==> src/rtl/reg_file_mp.sv <==
// ============================================================================
//  Module   : reg_file_mp
//  Brief    : Parametrised 2-write / 2-read register file with registered
//             reads, selectable write-first forwarding and an optional
//             hardwired zero register.
//  Revision : 1.0  initial release
// ============================================================================
`default_nettype none

module reg_file_mp #(
    parameter int                 DATA_W    = 9,
    parameter int                 ADDR_W    = 2,
    parameter int                 ZERO_REG  = 0,
    parameter int                 BYPASS    = 1,
    parameter logic [DATA_W-1:0]  RESET_VAL = '0
) (
    input  logic              clk,
    input  logic              rst,
    input  logic              wr0_en,
    input  logic [ADDR_W-1:0] wr0_addr,
    input  logic [DATA_W-1:0] wr0_data,
    input  logic              wr1_en,
    input  logic [ADDR_W-1:0] wr1_addr,
    input  logic [DATA_W-1:0] wr1_data,
    input  logic              rd_en,
    input  logic [ADDR_W-1:0] rd0_addr,
    input  logic [ADDR_W-1:0] rd1_addr,
    output logic [DATA_W-1:0] rd0_data,
    output logic [DATA_W-1:0] rd1_data,
    output logic              rd_valid,
    output logic              wr_conflict
);

    localparam int DEPTH = 2 ** ADDR_W;

    logic [DATA_W-1:0] r_mem [DEPTH];
    logic [DATA_W-1:0] r_rd0_data;
    logic [DATA_W-1:0] r_rd1_data;
    logic              r_rd_valid;
    logic              r_wr_conflict;

    logic              w_wr0_eff;
    logic              w_wr1_eff;
    logic              w_same_addr;
    logic [DATA_W-1:0] w_rd0_val;
    logic [DATA_W-1:0] w_rd1_val;

    // A write to the hardwired zero register is not an effective write.
    assign w_wr0_eff   = wr0_en && !((ZERO_REG != 0) && (wr0_addr == '0));
    assign w_wr1_eff   = wr1_en && !((ZERO_REG != 0) && (wr1_addr == '0));
    assign w_same_addr = (wr0_addr == wr1_addr);

    function automatic logic [DATA_W-1:0] read_port(input logic [ADDR_W-1:0] addr);
        logic [DATA_W-1:0] val;
        val = r_mem[addr];
        if ((ZERO_REG != 0) && (addr == '0)) begin
            val = '0;
        end else if ((BYPASS != 0) && w_wr1_eff && (wr1_addr == addr)) begin
            val = wr1_data;
        end else if ((BYPASS != 0) && w_wr0_eff && (wr0_addr == addr)) begin
            val = wr0_data;
        end
        return val;
    endfunction

    always_comb begin
        w_rd0_val = read_port(rd0_addr);
        w_rd1_val = read_port(rd1_addr);
    end

    generate
        for (genvar i = 0; i < DEPTH; i++) begin : g_reg
            // Port 1 is checked first so it wins an address collision.
            always_ff @(posedge clk) begin
                if (!rst) begin
                    r_mem[i] <= ((ZERO_REG != 0) && (i == 0)) ? '0 : RESET_VAL;
                end else if (w_wr1_eff && (wr1_addr == ADDR_W'(i))) begin
                    r_mem[i] <= wr1_data;
                end else if (w_wr0_eff && (wr0_addr == ADDR_W'(i))) begin
                    r_mem[i] <= wr0_data;
                end
            end
        end
    endgenerate

    always_ff @(posedge clk) begin
        if (!rst) begin
            r_rd0_data    <= '0;
            r_rd1_data    <= '0;
            r_rd_valid    <= 1'b0;
            r_wr_conflict <= 1'b0;
        end else begin
            if (rd_en) begin
                r_rd0_data <= w_rd0_val;
                r_rd1_data <= w_rd1_val;
            end
            r_rd_valid    <= rd_en;
            r_wr_conflict <= w_wr0_eff && w_wr1_eff && w_same_addr;
        end
    end

    assign rd0_data    = r_rd0_data;
    assign rd1_data    = r_rd1_data;
    assign rd_valid    = r_rd_valid;
    assign wr_conflict = r_wr_conflict;

endmodule

`default_nettype wire
==> config.mk <==
export PLATFORM = sky130hd
export DESIGN_NAME = reg_file_mp
export DESIGN_NICKNAME = d
export VERILOG_FILES = /design/src/rtl/reg_file_mp.sv
export SDC_FILE = /design/constraint.sdc
export NUM_CORES = 1
export LEC_CHECK = 0
export CORE_MARGIN = 10
export CORE_UTILIZATION = 40
export CTS_CLUSTER_SIZE = 8
export DETAILED_ROUTE_END_ITERATION = 10
export GPL_ROUTABILITY_DRIVEN = 1
export GPL_TIMING_DRIVEN = 0
export PLACE_DENSITY = 0.74
export SLEW_MARGIN = 20
export SYNTH_ARGS = -nofsm -noshare
export SYNTH_HDL_FRONTEND = slang
export SYNTH_SLANG_ARGS = --single-unit
==> constraint.sdc <==
create_clock -name clk -period 3.2 [get_ports clk]
set_clock_uncertainty 0.2 [all_clocks]
set_input_delay 0.64 -clock clk [delete_from_list [all_inputs] [get_ports clk]]
set_output_delay 0.64 -clock clk [all_outputs]
set_load 0.05 [all_outputs]
After elaboration in Yosys (flattened, before gate mapping)
Memory sizes are Yosys's and may differ from the RTL's.
Index checks and enable logic that the tools add are counted.
{"block": "totals", "reg_bits": 20, "elab_cells": 81, "mem_bits_rw": 36, "inputBits": 31, "n_memories": 1, "output_inout_bits": 20}
{"block": "classes", "bitwise_logic": 8, "n_eq_ne": 11, "reduce_logical": 16, "n_mux": 41}
{"name": "r_mem", "words": 4, "word_bits": 9, "read_ports": 2, "rd_clocked_by_memory_dff": 0, "wr": 4, "line": "36", "source": "logic [DATA_W-1:0] r_mem [DEPTH];"}
{"operator": "$mux W9", "n": 12}
{"operator": "$mux W1", "n": 29}
{"operator": "$logic_and A1 B1 Y1", "n": 14}
{"operator": "$eq A2 B2 Y1", "n": 5}
{"operator": "$eq A2 B2 Y1 const B", "n": 4}
{"operator": "$or A1 B1 Y1", "n": 8}
{"operator": "$eq A2 B1 Y1 const B", "n": 2}
{"operator": "$logic_not A2 Y1", "n": 2}

Depth between registers and ports, before layout
Gate-level depths: netlist (run 1).
{"block": "depth", "word_depth": 7, "depth_mapped": 6, "mapped_depth_nobuf": 4}

Worst setup path before layout (run 1)
No wires, ideal clock.
{"block": "synth_path", "path_kind": "input -> register", "from": "in wr1_addr[0]", "to": "mem r_mem[1][0], enable pin", "setup_slack_ns": 1.180, "required_ns": 2.620, "n_path_buf": 1, "setup_time_ns": 0.380, "t_arrival_ns": 1.440, "path_stages": 3, "cell_sequence": "buf_2 nand2_1 o221ai_1"}
{"element": "start: declaration", "line": "23", "source": "input logic [ADDR_W-1:0] wr1_addr,"}
{"element": "end: declaration", "line": "36"}

Final worst setup path (run 1)
{"block": "layout_path", "from": "reg r_rd1_data[5] (netlist: rd1_data[5])", "to": "out rd1_data[5]"}
{"element": "start: declaration", "line": "38", "source": "logic [DATA_W-1:0] r_rd1_data;"}
{"element": "start signal: assignment", "line": "95", "source": "r_rd1_data <= w_rd1_val;"}
{"element": "end: declaration", "line": "29", "source": "output logic [DATA_W-1:0] rd1_data,"}
No word-level cell between the ends.

==> reports/summary.log, run 1 <==
[routing] ratio of routed vias to standard cells 6.19
[cells_and_area] share of cells above drive strength 1 14.8%
[pwr] part of the power in combinational logic 22.9%
[grt] global-route wire length before repair 14.0 mm
[cells_and_area] antenna cell count 0
[routing] first-pass detailed-route iteration total 6
[sta] Setup-failing EPs final 0
[grt] Global Route met2 Usage 28.0%
[routing] count of antenna-violating nets left after detailed routing 0
[place] IO Port Bufs 44
[clocking] clock latency at the later pin of the worst-skew pair 0.32 ns
[setup_path] peak per-stage delay on the critical path 0.83 ns
[die] I/O pin total 51
[run] number of maximum-capacitance violations 0
[setup_path] cell family with the largest share of critical-path delay buffers and inverters
[clocking] maximum clock insertion buffer count 2
[pwr] NetSw 0.000528 W
[grt] busiest layer in global routing met2
[synthesis] Mean Syn Cell Area 13.4 um^2
[grt] number of antenna violations at the first check in global routing 0
[synthesis] share of synthesized registers carrying an async set or reset 0%
[die] Std-Cell Rows 32
[synthesis] Synth Cell Area 3180 um^2
[sta] period utilization 75.2%
[place] dpl hpwl 6.25 mm
[pwr] power density relative to cell area 478 nW/um^2
[synthesis] flip-flop and latch count after synthesis 56
[pwr] Clock power frac 30.4%
[clocking] post-cts sizing count 0
[sta] final slew viol count 0
[setup_path] reg2reg start r_mem[1][2]
[cells_and_area] most common library cell in the layout ignoring fill and taps sky130_fd_sc_hd__clkdlybuf4s50_1
[setup_path] critical path launch point type register
[sta] FMAX 415 MHz
[synthesis] Seq/Total Area, Yosys 46.6%
[die] die area 11900 um^2
[setup_path] Critical R2R Capture rd1_data[2]
[routing] final wirelength 9.20 mm
[synthesis] number of library cell types mapped by synthesis 30
[cells_and_area] layout overhead on the synthesized area 22.9%
[setup_path] reg-to-reg slack, setup 1.67 ns
[clocking] clock transition at the register clock pins on the worst setup and hold paths after CTS 0.11 ns
[clocking] number of clock buffers inserted by TritonCTS 5
[clocking] TritonCTS clock tree done
[routing] via total after detailed routing 2433
[worst_hold_path] Hold/Removal Path Class reg -> reg
[place] gpl congestion 0.861
[clocking] CTS root buffer sky130_fd_sc_hd__clkbuf_8
[clocking] total number of clock tree sinks 56
[pwr] Reg power frac 46.7%
[routing] average detailed-routed wire length per instance 23.4 um
[sta] final critical-path required period 2.41 ns
[synthesis] most frequently used flop master after synthesis sky130_fd_sc_hd__edfxtp_1
[sta] accumulated negative setup slack 0 ns
[setup_path] type of the worst setup path reg -> out
[routing] first-iteration detailed-routing DRC count 229
[synthesis] number of enable flip-flop cells after synthesis 36
[worst_hold_path] depth of the worst hold-timing path 2
[pwr] proportion of total power due to net switching 28.3%
[synthesis] Net Count, Synth 268
[pwr] IR drop worst, VDD 0.000173 V
[setup_path] crit end category output pin
[setup_path] Cell Chain, Critical Path clkdlybuf4s50_1
[grt] global route overflow 0
[synthesis] YS warnings 0
[die] height of the die 109 um
[die] floorplan core area 7730 um^2
[cells_and_area] leading cell types in the layout, fill and taps excluded sky130_fd_sc_hd__clkdlybuf4s50_1, sky130_fd_sc_hd__a22o_1, sky130_fd_sc_hd__edfxtp_1, sky130_fd_sc_hd__dfxtp_1, sky130_fd_sc_hd__nand3b_1
[grt] via count of the first global-routing pass 2549
[die] Die X-Extent 109 um
[clocking] count of hold buffers inserted by post-cts repair 0
[cells_and_area] count of fill cells added during filler insertion 684
[setup_path] highest fanout seen on the critical path 2
[setup_path] Data arrival, critical path 1.57 ns
[grt] maximum number of pins on one net before global-route repair 19
[cells_and_area] end-of-flow core utilization 50.6%
[cells_and_area] NumNets Final 321
[grt] met3 Track Usage GR 3.83%
[pwr] cell leakage power 1.34 nW
[setup_path] crit path max-delay cell type sky130_fd_sc_hd__clkdlybuf4s50_1
[synthesis] Post-Syn Instances 237
[worst_hold_path] Min-Delay Endpoint rd1_data[7]
[setup_path] r2r worst-path depth 3
[routing] count of unresolved DRC violations after routing 0
[setup_path] combined buffer and inverter count along the critical path 1
[sta] worst rel slew slack 41.0%
[pwr] total internal power 0.00134 W
[worst_hold_path] launch point of the worst hold path rd1_data[7]
[grt] met1 layer usage reported by global route 17.1%
[grt] overall fraction of global-route tracks in use 15.4%
[clocking] post-CTS setup buffer count 0
[clocking] H-tree lvl count 2
[sta] pin slew with the least headroom to its limit 0.882 ns
[die] Initial Util 41.2%
[sta] unrepaired setup endpoints after global routing no
[sta] endpoints failing hold 0
[setup_path] required time worst endpoint 2.36 ns
[outcome] result of the run complete, no violations
## tightest hold or removal path, cell delays in order (launching register included)
cell,delay [ns]
sky130_fd_sc_hd__dfxtp_1,0.35
sky130_fd_sc_hd__nand3b_1,0.08
sky130_fd_sc_hd__o221ai_1,0.07
## cells by family after synthesis
group / synth area share (%)
AOI/OAI and AO/OA: 15.6
DFF: 46.6
xor gates and xnor gates: 2.75
muxes: 19.2
and+or+nand+nor: 11.4
buffers and inverters: 4.41
## metrics by stage
stage	cell area (um^2)	total power (W)	hold WS (ns)	setup WS [ns]	cells
6_report	3910	0.00187	0.316	0.793	393
5_1_grt	3910	0.00192	0.331	0.719	393
4_1_cts	3890	0.00186	0.311	0.552	391
3_5_place_dp	3750	0.00131	0.284	0.210	383
3_3_place_gp	3750	0.00130	0.286	0.241	383
2_1_floorplan	3180	0.00115	0.523	1.18	237
## registers in the layout, summed over array words and instances (netlist names)
| register | count |
|---|---|
| rd_valid | 1 |
| rd0_data | 9 |
| rd1_data | 9 |
| wr_conflict | 1 |
| r_mem | 36 |
## cells in the mapped netlist, drive strengths merged (3+ instances only)
library cell	count	area share (%)
nand2	7	0.98
edfxtp	36	34
buf	12	2.9
inv	3	0.35
o221ai	19	5.2
mux2i	18	5.7
nor3b	3	1.0
xnor2	8	2.2
a22o	36	9.9
clkbuf	7	1.1
mux4	18	14
dfxtp	20	13
nor2	5	0.59
nand3b	19	4.5
nor3	3	0.79
nand3	13	2.4
## cell type report
| type | count | area, um^2 | area share, % |
|---|---|---|---|
| buffer | 19 | 129 | 3.30 |
| multi-input combinational | 159 | 1570 | 40.1 |
| clock buffer | 5 | 68.8 | 1.76 |
| tap | 102 | 128 | 3.27 |
| clock inverter | 3 | 68.8 | 1.76 |
| sequential | 56 | 1480 | 37.9 |
| timing repair buffer | 46 | 455 | 11.7 |
| inverter | 3 | 11.3 | 0.288 |
## power by group through the flow
stage                     logic [W]  registers (W)  clock network [W]
after floorplan            0.000195       0.000959                  0
after global placement     0.000416       0.000884                  0
after detailed placement   0.000423       0.000889                  0
after CTS                  0.000424       0.000873           0.000564
after global routing       0.000452       0.000881           0.000588
final                      0.000428       0.000873           0.000567
## routing by layer
layer	part of all wire [%]	up-vias
met4	1.3	0
li1	-	1096
met3	8.5	11
met2	54	108
met1	36	1218
met5	0	-
## worst max-delay path by stage
stage | cells after the start | startpoint | to | slack [ns]
floorplan | 3 | wr1_addr[0] | r_mem[1][0] | 1.18
global placement | 3 | wr0_addr[1] | r_mem[1][3] | 0.24
detailed placement | 3 | wr0_addr[1] | r_mem[3][3] | 0.21
CTS | 3 | wr0_addr[1] | r_mem[3][8] | 0.55
global route | 4 | wr0_addr[1] | r_mem[0][0] | 0.72
finish | 1 | rd1_data[5] | rd1_data[5] | 0.79
No activity file was read; power rests on OpenSTA's default activity.
==> run 2: changes to the inputs <==
Settings changed: PLACE_DENSITY 0.74 to 0.76.
Clock period 3.2 ns to 2.13 ns, I/O delays scaled along.
==> run 2 against run 1 <==
Against the previous run:
- the run now ends with negative setup slack left
- die area stayed put
- register-to-register slack worse by 1.1 ns
- setup slack worse by 0.80 ns
- critical endpoint is now r_mem[2][8]
- clock power is 4.4% higher
- sequential power is 50% higher
- utilization is 0.21 points higher
- sequential share of layout area is 0.16 points lower
==> reports/summary.log, run 2 (synthesized netlist as in run 1, its figures left out) <==
[setup_path] reg2reg start r_mem[1][6] [was r_mem[1][2]]
[clocking] H-tree lvl count 2 [unchanged]
[sta] PnR worst setup slack -0.00305 ns [was 0.793 ns]
[sta] FMAX 469 MHz
[cells_and_area] max reg flops 36 [unchanged]
[cells_and_area] NumNets Final 323 [was 321]
[place] IO Port Bufs 44 [unchanged]
[die] height of the die 109 um [unchanged]
[die] Initial Util 41.2% [unchanged]
[grt] global-route wire length before repair 13.7 mm [was 14.0 mm]
[grt] maximum number of pins on one net before global-route repair 18 [was 19]
[clocking] number of clock buffers inserted by TritonCTS 5 [unchanged]
[run] number of maximum-capacitance violations 0 [unchanged]
[setup_path] Worst setup startpoint wr0_addr[1] [was rd1_data[5]]
[place] post-place instance area 3760 um^2 [was 3750 um^2]
[grt] global route overflow 0 [unchanged]
[clocking] clock latency at the later pin of the worst-skew pair 0.31 ns [was 0.32 ns]
[clocking] clock transition at the register clock pins on the worst setup and hold paths after CTS 0.10 ns [was 0.11 ns]
[setup_path] reg-to-reg slack, setup 0.57 ns [was 1.67 ns]
[place] Inst Count DP 384 [was 383]
[clocking] CTS root buffer sky130_fd_sc_hd__clkbuf_8 [unchanged]
[place] gpl congestion 0.817 [was 0.861]
[cells_and_area] Post-Layout Inst Area 3920 um^2 [was 3910 um^2]
[routing] count of unresolved DRC violations after routing 0 [unchanged]
[outcome] violations in the final reports negative setup slack
[cells_and_area] leading cell types in the layout, fill and taps excluded sky130_fd_sc_hd__a22o_1, sky130_fd_sc_hd__edfxtp_1, sky130_fd_sc_hd__clkdlybuf4s50_1, sky130_fd_sc_hd__dfxtp_1, sky130_fd_sc_hd__nand3b_1 [was sky130_fd_sc_hd__clkdlybuf4s50_1, sky130_fd_sc_hd__a22o_1, sky130_fd_sc_hd__edfxtp_1, sky130_fd_sc_hd__dfxtp_1, sky130_fd_sc_hd__nand3b_1]
[die] Std-Cell Rows 32 [unchanged]
[cells_and_area] count of fill cells added during filler insertion 672 [was 684]
[setup_path] termination of the worst setup path r_mem[2][8] [was rd1_data[5]]
[worst_hold_path] Hold/Removal Path Class in -> reg [was reg -> reg]
[die] Die X-Extent 109 um [unchanged]
[grt] via count of the first global-routing pass 2561 [was 2549]
[sta] unrepaired setup endpoints after global routing yes [was no]
[routing] via total after detailed routing 2459 [was 2433]
[setup_path] required time worst endpoint 2.11 ns [was 2.36 ns]
[routing] count of antenna-violating nets left after detailed routing 0 [unchanged]
[die] floorplan core area 7730 um^2 [unchanged]
[clocking] total number of clock tree sinks 56 [unchanged]
[clocking] count of hold buffers inserted by post-cts repair 0 [unchanged]
[outcome] result of the run finished, violations left [was complete, no violations]
[cells_and_area] antenna cell count 0 [unchanged]
[cells_and_area] Reg with most FFs r_mem [unchanged]
[place] Post-Place Worst Slack -0.607 ns [was 0.210 ns]
[sta] final slew viol count 0 [unchanged]
[setup_path] highest fanout seen on the critical path 9 [was 2]
[place] dpl hpwl 6.44 mm [was 6.25 mm]
[setup_path] r2r worst-path depth 3 [unchanged]
[clocking] maximum clock insertion buffer count 2 [unchanged]
[sta] period utilization 100%
[die] I/O pin total 51 [unchanged]
[cells_and_area] non-filler cells, final 395 [was 393]
[setup_path] critical path launch point type input port [was register]
[die] die area 11900 um^2 [unchanged]
[grt] number of antenna violations at the first check in global routing 0 [unchanged]
[setup_path] type of the worst setup path in -> reg [was reg -> out]
[setup_path] Data arrival, critical path 2.12 ns [was 1.57 ns]
[routing] first-iteration detailed-routing DRC count 175 [was 229]
[routing] ratio of routed vias to standard cells 6.23 [was 6.19]
[grt] overall fraction of global-route tracks in use 15.1% [was 15.4%]
[routing] average detailed-routed wire length per instance 23.4 um [about the same]
[setup_path] crit end category register [was output pin]
[pwr] IR drop worst, VDD 0.000428 V [was 0.000173 V]
[sta] endpoints failing hold 0 [unchanged]
[setup_path] Critical R2R Capture rd1_data[6] [was rd1_data[2]]
[routing] first-pass detailed-route iteration total 5 [was 6]
[cells_and_area] share of cells above drive strength 1 15.7% [was 14.8%]
[pwr] power density relative to cell area 652 nW/um^2 [was 478 nW/um^2]
[sta] Worst Hold Slack 0.261 ns [was 0.316 ns]
[sta] final critical-path required period 2.13 ns
[pwr] cell leakage power 1.46 nW [was 1.34 nW]
[routing] final wirelength 9.23 mm [was 9.20 mm]
[sta] pin slew with the least headroom to its limit 0.869 ns [was 0.882 ns]
[cells_and_area] layout overhead on the synthesized area 23.4% [was 22.9%]
[sta] Setup-failing EPs final 1 [was 0]
[sta] worst rel slew slack 41.9% [was 41.0%]
[clocking] TritonCTS clock tree done [unchanged]
run 2: changes by cell type in the layout (fill, tap and decap cells not counted), moves of 2 or more:
cell / delta
sky130_fd_sc_hd__bufinv_16: -2
sky130_fd_sc_hd__dlygate4sd2_1: +2
sky130_fd_sc_hd__dlymetal6s2s_1: +7
sky130_fd_sc_hd__nor3_2: -2
sky130_fd_sc_hd__nand2_4: +2
sky130_fd_sc_hd__nor3_4: +2
sky130_fd_sc_hd__nand2_2: -2
sky130_fd_sc_hd__clkdlybuf4s50_1: -9
sky130_fd_sc_hd__buf_4: +2
run 2: worst min path at each step:
| stage | from | end | slack, ns | cells past startpoint |
|---|---|---|---|---|
| after floorplan | wr0_en | wr_conflict | 0.36 | 2 |
| after global placement | rd1_data[3] | rd1_data[3] | 0.28 | 2 |
| after detailed placement | rd1_data[8] | rd1_data[8] | 0.28 | 2 |
| after CTS | wr1_en | wr_conflict | 0.25 | 3 |
| after global routing | wr1_en | wr_conflict | 0.28 | 3 |
| final | wr1_en | wr_conflict | 0.26 | 3 |
run 2: timing repair:
action,4_1_cts,5_1_grt
endpoints found under the setup margin,34,58
setup buffers,3,0
gates resized for setup,5,12
pin swaps,2,0
run 2: layout make-up:
cell class                      instances  area, um^2  share of cell area, %
Sequential cell                        56        1480                   37.8
Inverter                                3        11.3                  0.287
Clock inverter                          3        17.5                  0.446
Buffer                                 19         129                   3.28
Clock buffer                            5        68.8                   1.75
Tap cell                              102         128                   3.25
Multi-Input combinational cell        159        1600                   40.8
Timing Repair Buffer                   48         485                   12.4
run 2: layer usage:
layer  track usage, %  routed length, um
met1             16.1               3210
met3             3.78                909
met2             28.5               4940
met5                0                  0
met4             4.55                176
run 2: critical path, stage by stage:
cell and delay [ns]:
sky130_fd_sc_hd__clkdlybuf4s50_1 0.60, sky130_fd_sc_hd__nand2_1 0.17, sky130_fd_sc_hd__nor3b_2 0.66, sky130_fd_sc_hd__a22o_1 0.26
run 2: per-stage QoR:
step	setup TNS [ns]	util, %	power [W]
CTS	-0.315	50.2	0.00255
floorplan	0	-	0.00173
finish	-0.00305	50.8	0.00256
detailed placement	-32.04	48.6	0.00198
global route	-0.453	50.8	0.00264
global placement	-30.80	48.5	0.00195
run 2: report_power, final:
group / switching, W / total [W] / internal [W] / leakage (nW)
Sequential: 0.0000516 / 0.00131 / 0.00126 / 0.529
Combinational: 0.000372 / 0.000654 / 0.000282 / 0.885
Clock: 0.000360 / 0.000592 / 0.000231 / 0.0460
==> run 3: changes to the inputs <==
Settings changed: PLACE_DENSITY 0.76 to default, PLACE_DENSITY_LB_ADDON from default to 0.08.
==> run 3 against run 2 <==
Against the previous run:
- the flow now finishes without violations
- power is 3.4% higher
- via count is 3.2% lower
- utilization is 0.94 points higher
- hold slack better by 0.00077 ns
- final cell count is 0.51% higher
- sequential share of layout area is 0.69 points lower
- largest cell class unchanged
==> reports/summary.log, run 3 (synthesized netlist as in run 1, its figures left out) <==
[setup_path] highest fanout seen on the critical path 2 [was 9]
[grt] number of antenna violations at the first check in global routing 0 [unchanged]
[setup_path] combined buffer and inverter count along the critical path 1 [unchanged]
[cells_and_area] total area of multi-input combinational cells 1620 um^2 [was 1600 um^2]
[routing] first-iteration detailed-routing DRC count 224 [was 175]
[cells_and_area] end-of-flow core utilization 51.7% [was 50.8%]
[cells_and_area] NumNets Final 325 [was 323]
[pwr] power density relative to cell area 662 nW/um^2 [was 652 nW/um^2]
[worst_hold_path] launch point of the worst hold path wr1_en [unchanged]
[sta] pin slew with the least headroom to its limit 0.926 ns [was 0.869 ns]
[grt] global route overflow 0 [unchanged]
[setup_path] crit path max-delay cell type sky130_fd_sc_hd__clkdlybuf4s50_1 [was sky130_fd_sc_hd__nor3b_2]
[routing] count of antenna-violating nets left after detailed routing 0 [unchanged]
[die] height of the die 109 um [unchanged]
[sta] endpoints failing hold 0 [unchanged]
[clocking] total number of clock tree sinks 56 [unchanged]
[sta] Setup-failing EPs final 0 [was 1]
[sta] final slew viol count 0 [unchanged]
[pwr] total design power 0.00264 W [was 0.00256 W]
[routing] via total after detailed routing 2381 [was 2459]
[setup_path] critical path launch point type register [was input port]
[setup_path] type of the worst setup path reg -> out [was in -> reg]
[setup_path] reg-to-reg slack, setup 0.51 ns [was 0.57 ns]
[worst_hold_path] Hold/Removal Path Class in -> reg [unchanged]
[sta] unrepaired setup endpoints after global routing no [was yes]
[clocking] number of clock buffers inserted by TritonCTS 5 [unchanged]
[clocking] TritonCTS clock tree done [unchanged]
[place] Post-Place Worst Slack -0.601 ns [was -0.607 ns]
[setup_path] r2r worst-path depth 3 [unchanged]
[setup_path] required time worst endpoint 1.50 ns [was 2.11 ns]
[pwr] Clock power frac 24.9% [was 23.1%]
[place] IO Port Bufs 44 [unchanged]
[die] floorplan core area 7730 um^2 [unchanged]
[setup_path] Data arrival, critical path 1.47 ns [was 2.12 ns]
[clocking] clock transition at the register clock pins on the worst setup and hold paths after CTS 0.09 ns [was 0.10 ns]
[sta] final critical-path required period 2.10 ns [was 2.13 ns]
[cells_and_area] Sequential cell area 1480 um^2 [unchanged]
[pwr] part of the power in combinational logic 25.6% [about the same]
[routing] ratio of routed vias to standard cells 6.00 [was 6.23]
[place] gpl congestion 0.823 [was 0.817]
[grt] global-route wire length before repair 14.1 mm [was 13.7 mm]
[die] I/O pin total 51 [unchanged]
[clocking] clock latency at the later pin of the worst-skew pair 0.31 ns [about the same]
[routing] count of unresolved DRC violations after routing 0 [unchanged]
[worst_hold_path] depth of the worst hold-timing path 3 [unchanged]
[setup_path] Critical R2R Capture rd1_data[5] [was rd1_data[6]]
[cells_and_area] Post-Layout Inst Area 4000 um^2 [was 3920 um^2]
[outcome] result of the run complete, no violations [was finished, violations left]
[sta] FMAX 477 MHz [was 469 MHz]
[pwr] proportion of total power due to net switching 30.0% [was 30.7%]
[grt] overall fraction of global-route tracks in use 15.8% [was 15.1%]
[setup_path] peak per-stage delay on the critical path 0.82 ns [was 0.66 ns]
[place] post-place instance area 3760 um^2 [about the same]
[grt] via count of the first global-routing pass 2480 [was 2561]
[setup_path] reg2reg start r_mem[1][5] [was r_mem[1][6]]
[die] Die X-Extent 109 um [unchanged]
[die] Initial Util 41.2% [unchanged]
[routing] first-pass detailed-route iteration total 4 [was 5]
[routing] final wirelength 9.59 mm [was 9.23 mm]
[pwr] IR drop worst, VDD 0.000367 V [was 0.000428 V]
[pwr] cell leakage power 1.56 nW [was 1.46 nW]
[cells_and_area] max reg flops 36 [unchanged]
[clocking] H-tree lvl count 2 [unchanged]
[worst_hold_path] Min-Delay Endpoint wr_conflict [unchanged]
[cells_and_area] Reg with most FFs r_mem [unchanged]
[pwr] NetSw 0.000793 W [was 0.000784 W]
[cells_and_area] count of fill cells added during filler insertion 681 [was 672]
[clocking] CTS root buffer sky130_fd_sc_hd__clkbuf_8 [unchanged]
[routing] average detailed-routed wire length per instance 24.2 um [was 23.4 um]
[die] Std-Cell Rows 32 [unchanged]
[cells_and_area] antenna cell count 0 [unchanged]
[setup_path] Worst setup startpoint rd0_data[1] [was wr0_addr[1]]
[setup_path] cell family with the largest share of critical-path delay buffers and inverters [was simple AND/OR/NAND/NOR gates]
[sta] period utilization 98.5% [was 100%]
[cells_and_area] leading cell types in the layout, fill and taps excluded sky130_fd_sc_hd__a22o_1, sky130_fd_sc_hd__edfxtp_1, sky130_fd_sc_hd__clkdlybuf4s50_1, sky130_fd_sc_hd__dfxtp_1, sky130_fd_sc_hd__nand3b_1 [unchanged]
[run] number of maximum-capacitance violations 0 [unchanged]
[setup_path] Cell Chain, Critical Path clkdlybuf4s50_1 [was clkdlybuf4s50_1 > nand2_1 > nor3b_2 > a22o_1]
[cells_and_area] share of cells above drive strength 1 17.3% [was 15.7%]
[setup_path] crit end category output pin [was register]
[grt] maximum number of pins on one net before global-route repair 18 [unchanged]
[cells_and_area] layout overhead on the synthesized area 25.6% [was 23.4%]
[sta] worst rel slew slack 38.0% [was 41.9%]
[place] dpl hpwl 6.61 mm [was 6.44 mm]
[sta] PnR worst setup slack 0.0328 ns [was -0.00305 ns]
[pwr] total internal power 0.00185 W [was 0.00177 W]
[die] die area 11900 um^2 [unchanged]
[pwr] Reg power frac 49.5% [was 51.3%]
[clocking] maximum clock insertion buffer count 2 [unchanged]
run 3: worst max-delay path by stage:
| stage | endpoint | slack (ns) | cells after the start |
|---|---|---|---|
| after floorplan | r_mem[1][0] | 0.32 | 3 |
| after global placement | r_mem[1][3] | -0.69 | 3 |
| after detailed placement | r_mem[3][3] | -0.60 | 3 |
| after CTS | r_mem[0][6] | -0.06 | 4 |
| after global routing | rd0_data[3] | 0.002 | 5 |
| final | rd0_data[1] | 0.03 | 1 |
run 3: routing by layer:
metal | routed length [um] | global-route usage [%] | share of wire [%]
met1 | 4030 | 19.8 | 42
met5 | 0 | 0 | 0
met2 | 4640 | 26.5 | 48
met3 | 839 | 3.72 | 8.7
met4 | 78 | 4.74 | 0.81
run 3: layout make-up:
cell class	count	share of cell area, %
plain buffers	19	3.32
multi-input cells	159	40.6
clock inverters	2	0.313
inverters	3	0.282
flip-flops and latches	56	37.1
clock buffers	6	2.35
repair buffers	50	12.9
well taps	102	3.19
run 3: power groups by stage:
stage,sequential [W],clock (W),combinational [W]
after detailed placement,0.00133,0,0.000653
after global routing,0.00132,0.000715,0.000719
final,0.00131,0.000659,0.000678
after global placement,0.00133,0,0.000647
after CTS,0.00131,0.000674,0.000664
after floorplan,0.00144,0,0.000293
run 3: worst min-delay path: stages:
cell and delay, ns:
sky130_fd_sc_hd__buf_2 0.16, sky130_fd_sc_hd__nand3_1 0.09, sky130_fd_sc_hd__nor3_1 0.05
run 3: repair_timing:
item / in CTS / in global routing
resized for setup: 2 / 22
pin swaps: 2 / 1
buffers inserted: 3 / 1
endpoints found under the setup margin: 48 / 54
gates cloned: 0 / 1
hold buffers: 0 / 0
run 3: through the flow:
| stage | instances | hold WS, ns | setup TNS, ns |
|---|---|---|---|
| final | 397 | 0.262 | 0 |
| after floorplan | 237 | 0.357 | 0 |
| after global routing | 397 | 0.254 | 0 |
| after detailed placement | 384 | 0.279 | -31.75 |
| after CTS | 395 | 0.244 | -1.17 |
| after global placement | 383 | 0.284 | -36.24 |
==> RTL change 1: new RTL, flow settings as in run 3 <==
Reset style: asynchronous (`rst`), changed in 2 clocked blocks.
--- a/src/rtl/reg_file_mp.sv
+++ b/src/rtl/reg_file_mp.sv
@@ -71,7 +71,7 @@
     generate
         for (genvar i = 0; i < DEPTH; i++) begin : g_reg
             // Port 1 is checked first so it wins an address collision.
-            always_ff @(posedge clk) begin
+            always_ff @(posedge clk or negedge rst) begin
                 if (!rst) begin
                     r_mem[i] <= ((ZERO_REG != 0) && (i == 0)) ? '0 : RESET_VAL;
                 end else if (w_wr1_eff && (wr1_addr == ADDR_W'(i))) begin
@@ -83,7 +83,7 @@
         end
     endgenerate
 
-    always_ff @(posedge clk) begin
+    always_ff @(posedge clk or negedge rst) begin
         if (!rst) begin
             r_rd0_data    <= '0;
             r_rd1_data    <= '0;
Check against the original RTL: differs if rst is asserted again (counterexample within 4 cycles, from zero or initial values and one cycle with rst low); with rst held inactive, the same outputs for 10 cycles.
==> RTL change 1 against run 3 <==
- total power up 21%
- first-iteration DRC count down 29%
- routed wire length up 3.0%
- sequential power up 5%
- final area up 7.5%
- clock power down 5.6%
- via count up 6.7%
- area after synthesis up 10%
- sequential cell count unchanged
- worst setup slack worse by 0.0030 ns
- maximum frequency down 0.14%
- largest cell class unchanged
==> RTL change 1: results (changes against run 3) <==
GRT Overall Usage: 15.4% (was 15.8%)
nonclk buf count: 73 (was 69)
vias in the first global route: 2,651 (was 2,480)
synthesized area: 3500 um2 (was 3180 um2)
Worst-Margin Slew: 0.596 ns (was 0.926 ns)
sequential area share after synthesis: 40.0% (was 46.6%)
asr flop ratio synth: 100% (was 0%)
Non-clock buffer share: 17.7% (was 16.2%)
Leak: 2.09 nW (was 1.56 nW)
Netlist cell types: 29 (was 30)
fraction of area in multi-input gates: 44.2% (was 40.6%)
peak supply drop: 355 uV (was 367 uV)
Worst Path Max Fanout: 1 (was 2)
multiplexer share of the synthesized area: 27.2% (was 19.2%)
maximum number of pins on one net before global-route repair: 49 (was 18)
global-route met3 utilization: 3.10% (was 3.72%)
GR Layer Usage met2: 25.4% (was 26.5%)
clkbuf count: 5 (was 6)
Cells after Synth: 304 (was 237)
worst hold path class: in2async (was in2reg)
Seq/total area: 32.6% (was 37.1%)
length of routed met3 wiring: 742 um (was 839 um)
Port Buffer Count: 46 (was 44)
Metal-1 WL: 4.26 mm (was 4.03 mm)
dpl cell area: 4120 um2 (was 3760 um2)
dpl hpwl: 6.88 mm (was 6.61 mm)
status: finished clean (unchanged)
DR WL met2: 4.82 mm (was 4.64 mm)
final-stage net count: 394 (was 325)
GPL Wtd Cong: 0.772 (was 0.823)
final WL: 9.87 mm (was 9.59 mm)
pre-CTS setup slack: -0.319 ns (was -0.601 ns)
XOR/XNOR Fraction of Synth Area: 4.22% (was 2.75%)
first-pass GRT wire length: 15.6 mm (was 14.1 mm)
multi-input combinational cell count: 226 (was 159)
Placed Cells: 459 (was 384)
Area Growth Syn to Fin: 22.7% (was 25.6%)
==> RTL change 1: changes by cell type after synthesis, moves of 10 or more <==
cell | run 3 | this run
a21oi_1 | 0 | 18
a22o_1 | 36 | 0
dfrtp_1 | 0 | 56
dfxtp_1 | 20 | 0
edfxtp_1 | 36 | 0
mux2i_1 | 18 | 54
nand2_1 | 5 | 39
nand3_1 | 11 | 1
nand3b_1 | 19 | 2
nor2b_1 | 0 | 18
o21ai_0 | 0 | 24
o21ai_1 | 0 | 30
o221ai_1 | 19 | 0
==> RTL change 1: power by group through the flow <==
stage | combinational [mW] | clock, mW | sequential (mW)
after floorplan | 0.543 | 0 | 1.66
after global placement | 1.21 | 0 | 1.40
after detailed placement | 1.23 | 0 | 1.41
after CTS | 1.22 | 0.639 | 1.39
after global routing | 1.30 | 0.677 | 1.41
final | 1.21 | 0.622 | 1.38
==> RTL change 1: timing repair <==
item                                    in CTS  in global routing
pin swaps                                    0                  2
cloned                                       0                  0
endpoints found under the setup margin       4                 30
endpoints found under the hold margin        8                  0
hold buffers                                 1                  0
buffers inserted                             0                  4
resized for setup                            4                 14
==> RTL change 1: path summary, 6_finish.rpt <==
kind                            depth (start not counted)  slack (ns)                 endpoint             startpoint
worst max-delay path                                    1        0.03              wr_conflict  wr_conflict$_DFF_PN0_
worst min-delay path                                    2        0.28    wr_conflict$_DFF_PN0_                    rst
worst max register to register                          3        0.53  rd0_data[8]$_DFFE_PN0P_  r_mem[26]$_DFFE_PN0P_
worst min register to register                          2        0.38    r_mem[32]$_DFFE_PN0P_  r_mem[32]$_DFFE_PN0P_
max in group asynchronous                               3        0.97    r_mem[17]$_DFFE_PN0P_                    rst
min in group clk                                        3        0.28    wr_conflict$_DFF_PN0_            wr0_addr[0]
==> RTL change 2: new RTL, flow settings as in run 3 <==
Without the edit above. `BYPASS`: 1 -> 0.
--- a/src/rtl/reg_file_mp.sv
+++ b/src/rtl/reg_file_mp.sv
@@ -11,7 +11,7 @@
     parameter int                 DATA_W    = 9,
     parameter int                 ADDR_W    = 2,
     parameter int                 ZERO_REG  = 0,
-    parameter int                 BYPASS    = 1,
+    parameter int                 BYPASS    = 0,
     parameter logic [DATA_W-1:0]  RESET_VAL = '0
 ) (
     input  logic              clk,
Behaviour: not the same (Yosys sat finds a counterexample within 4 cycles, from zero or initial values and one cycle with rst low).
==> RTL change 2 against run 3 <==
- routed wire length fell by 23%
- largest cell class is now registers
- die area is 9.5% lower
- area after synthesis is 12% lower
- total power decreased by 8.4%
- sequential cell count unchanged
- first-iteration DRC count shrank 58%
- clock power shrank 5.2%
- worst setup slack gained 0.015 ns
- critical endpoint unchanged
- combinational power shrank 28%
- final area down 10%
- register-to-register slack better by 0.54 ns
==> RTL change 2: results (changes against run 3) <==
GPL Wtd Cong: 0.812 (was 0.823)
multi-input combinational cell count: 135 (was 159)
synth top area cells: edfxtp_1 38%, dfxtp_1 14%, mux2i_1 13% (was edfxtp_1 34%, dfxtp_1 13%, a22o_1 9.9%)
share of total power in combinational logic: 20.2% (was 25.6%)
R2R Setup Slk: 1.05 ns (was 0.51 ns)
Syn Area/Cell: 13.6 um2 (was 13.4 um2)
Iter 0 DRT Violations: 94 (was 224)
hold path start: rd1_data[6]$_SDFFE_PN0P_ (was wr1_en)
pre-CTS setup slack: -0.516 ns (was -0.601 ns)
sw power: 722 uW (was 793 uW)
Clk pin slew, worst setup/hold paths: 0.11 ns (was 0.09 ns)
Placed Cells: 351 (was 384)
Syn Nets: 238 (was 268)
sequential area share after synthesis: 52.7% (was 46.6%)
peak supply drop: 274 uV (was 367 uV)
Inverters, non-clock: 1 (was 3)
Via-to-Cell Ratio: 5.65 (was 6.00)
row cnt: 30 (was 32)
final WL: 7.42 mm (was 9.59 mm)
Setup Buffers After CTS: 6 (was 3)
clkbuf count: 5 (was 6)
cells on worst reg2reg path: 2 (was 3)
total number of vias: 2,063 (was 2,381)
most instantiated cells after synthesis: 36 x edfxtp_1, 36 x mux2i_1, 22 x nand3b_1, 20 x dfxtp_1 (was 36 x a22o_1, 36 x edfxtp_1, 20 x dfxtp_1, 19 x nand3b_1, 19 x o221ai_1)
status: finished clean (unchanged)
Layout Utilization: 52.8% (was 51.7%)
Seq/total area: 41.3% (was 37.1%)
sequential share of power: 54.0% (was 49.5%)
worst hold margin: 0.304 ns (was 0.262 ns)
-- RTL change 2: cell count changes after synthesis, moves of 4 or more --
| cell | before | now |
|---|---|---|
| mux4_2 | 11 | 0 |
| nand3_1 | 11 | 2 |
| xnor2_1 | 8 | 0 |
| clkbuf_1 | 6 | 2 |
| nor2_1 | 5 | 0 |
| mux4_1 | 7 | 0 |
| nand2_1 | 5 | 1 |
| mux2i_1 | 18 | 36 |
| a32o_1 | 0 | 18 |
| a22o_1 | 36 | 18 |
-- RTL change 2: worst max path at each step --
| stage | from | to | slack, ns |
|---|---|---|---|
| 2_1_floorplan | wr1_addr[0] | r_mem[0][0]$_DFFE_PP_ | 0.46 |
| 3_3_place_gp | rst | r_mem[1][3]$_DFFE_PP_ | -0.49 |
| 4_1_cts | rd0_data[2]$_SDFFE_PN0P_ | rd0_data[2] | 0.009 |
| 6_report | rd0_data[1]$_SDFFE_PN0P_ | rd0_data[1] | 0.05 |
| 3_5_place_dp | wr0_addr[1] | r_mem[3][6]$_DFFE_PP_ | -0.52 |
| 5_1_grt | rd0_data[1]$_SDFFE_PN0P_ | rd0_data[1] | 0.002 |
-- RTL change 2: kinds of logic (layout without fill, tap and decap cells) --
logic type	Yosys count	count (layout)	share of synthesized area [%]
and+or+nand+nor	41	41	12.3
buffers and inverters	16	78	3.38
xor gates and xnor gates	2	2	0.623
AOI/OAI and AO/OA	56	56	18.2
DFF	56	56	52.7
muxes	36	36	12.8
-- RTL change 2: metal layers --
layer	routed length [um]	track usage, %	vias to the layer above	part of all wire (%)
met4	67	5.17	0	0.90
met3	516	4.03	5	7.0
met2	3170	19.3	80	43
met1	3660	19.0	980	49
met5	0	0	-	0
li1	-	-	998	-
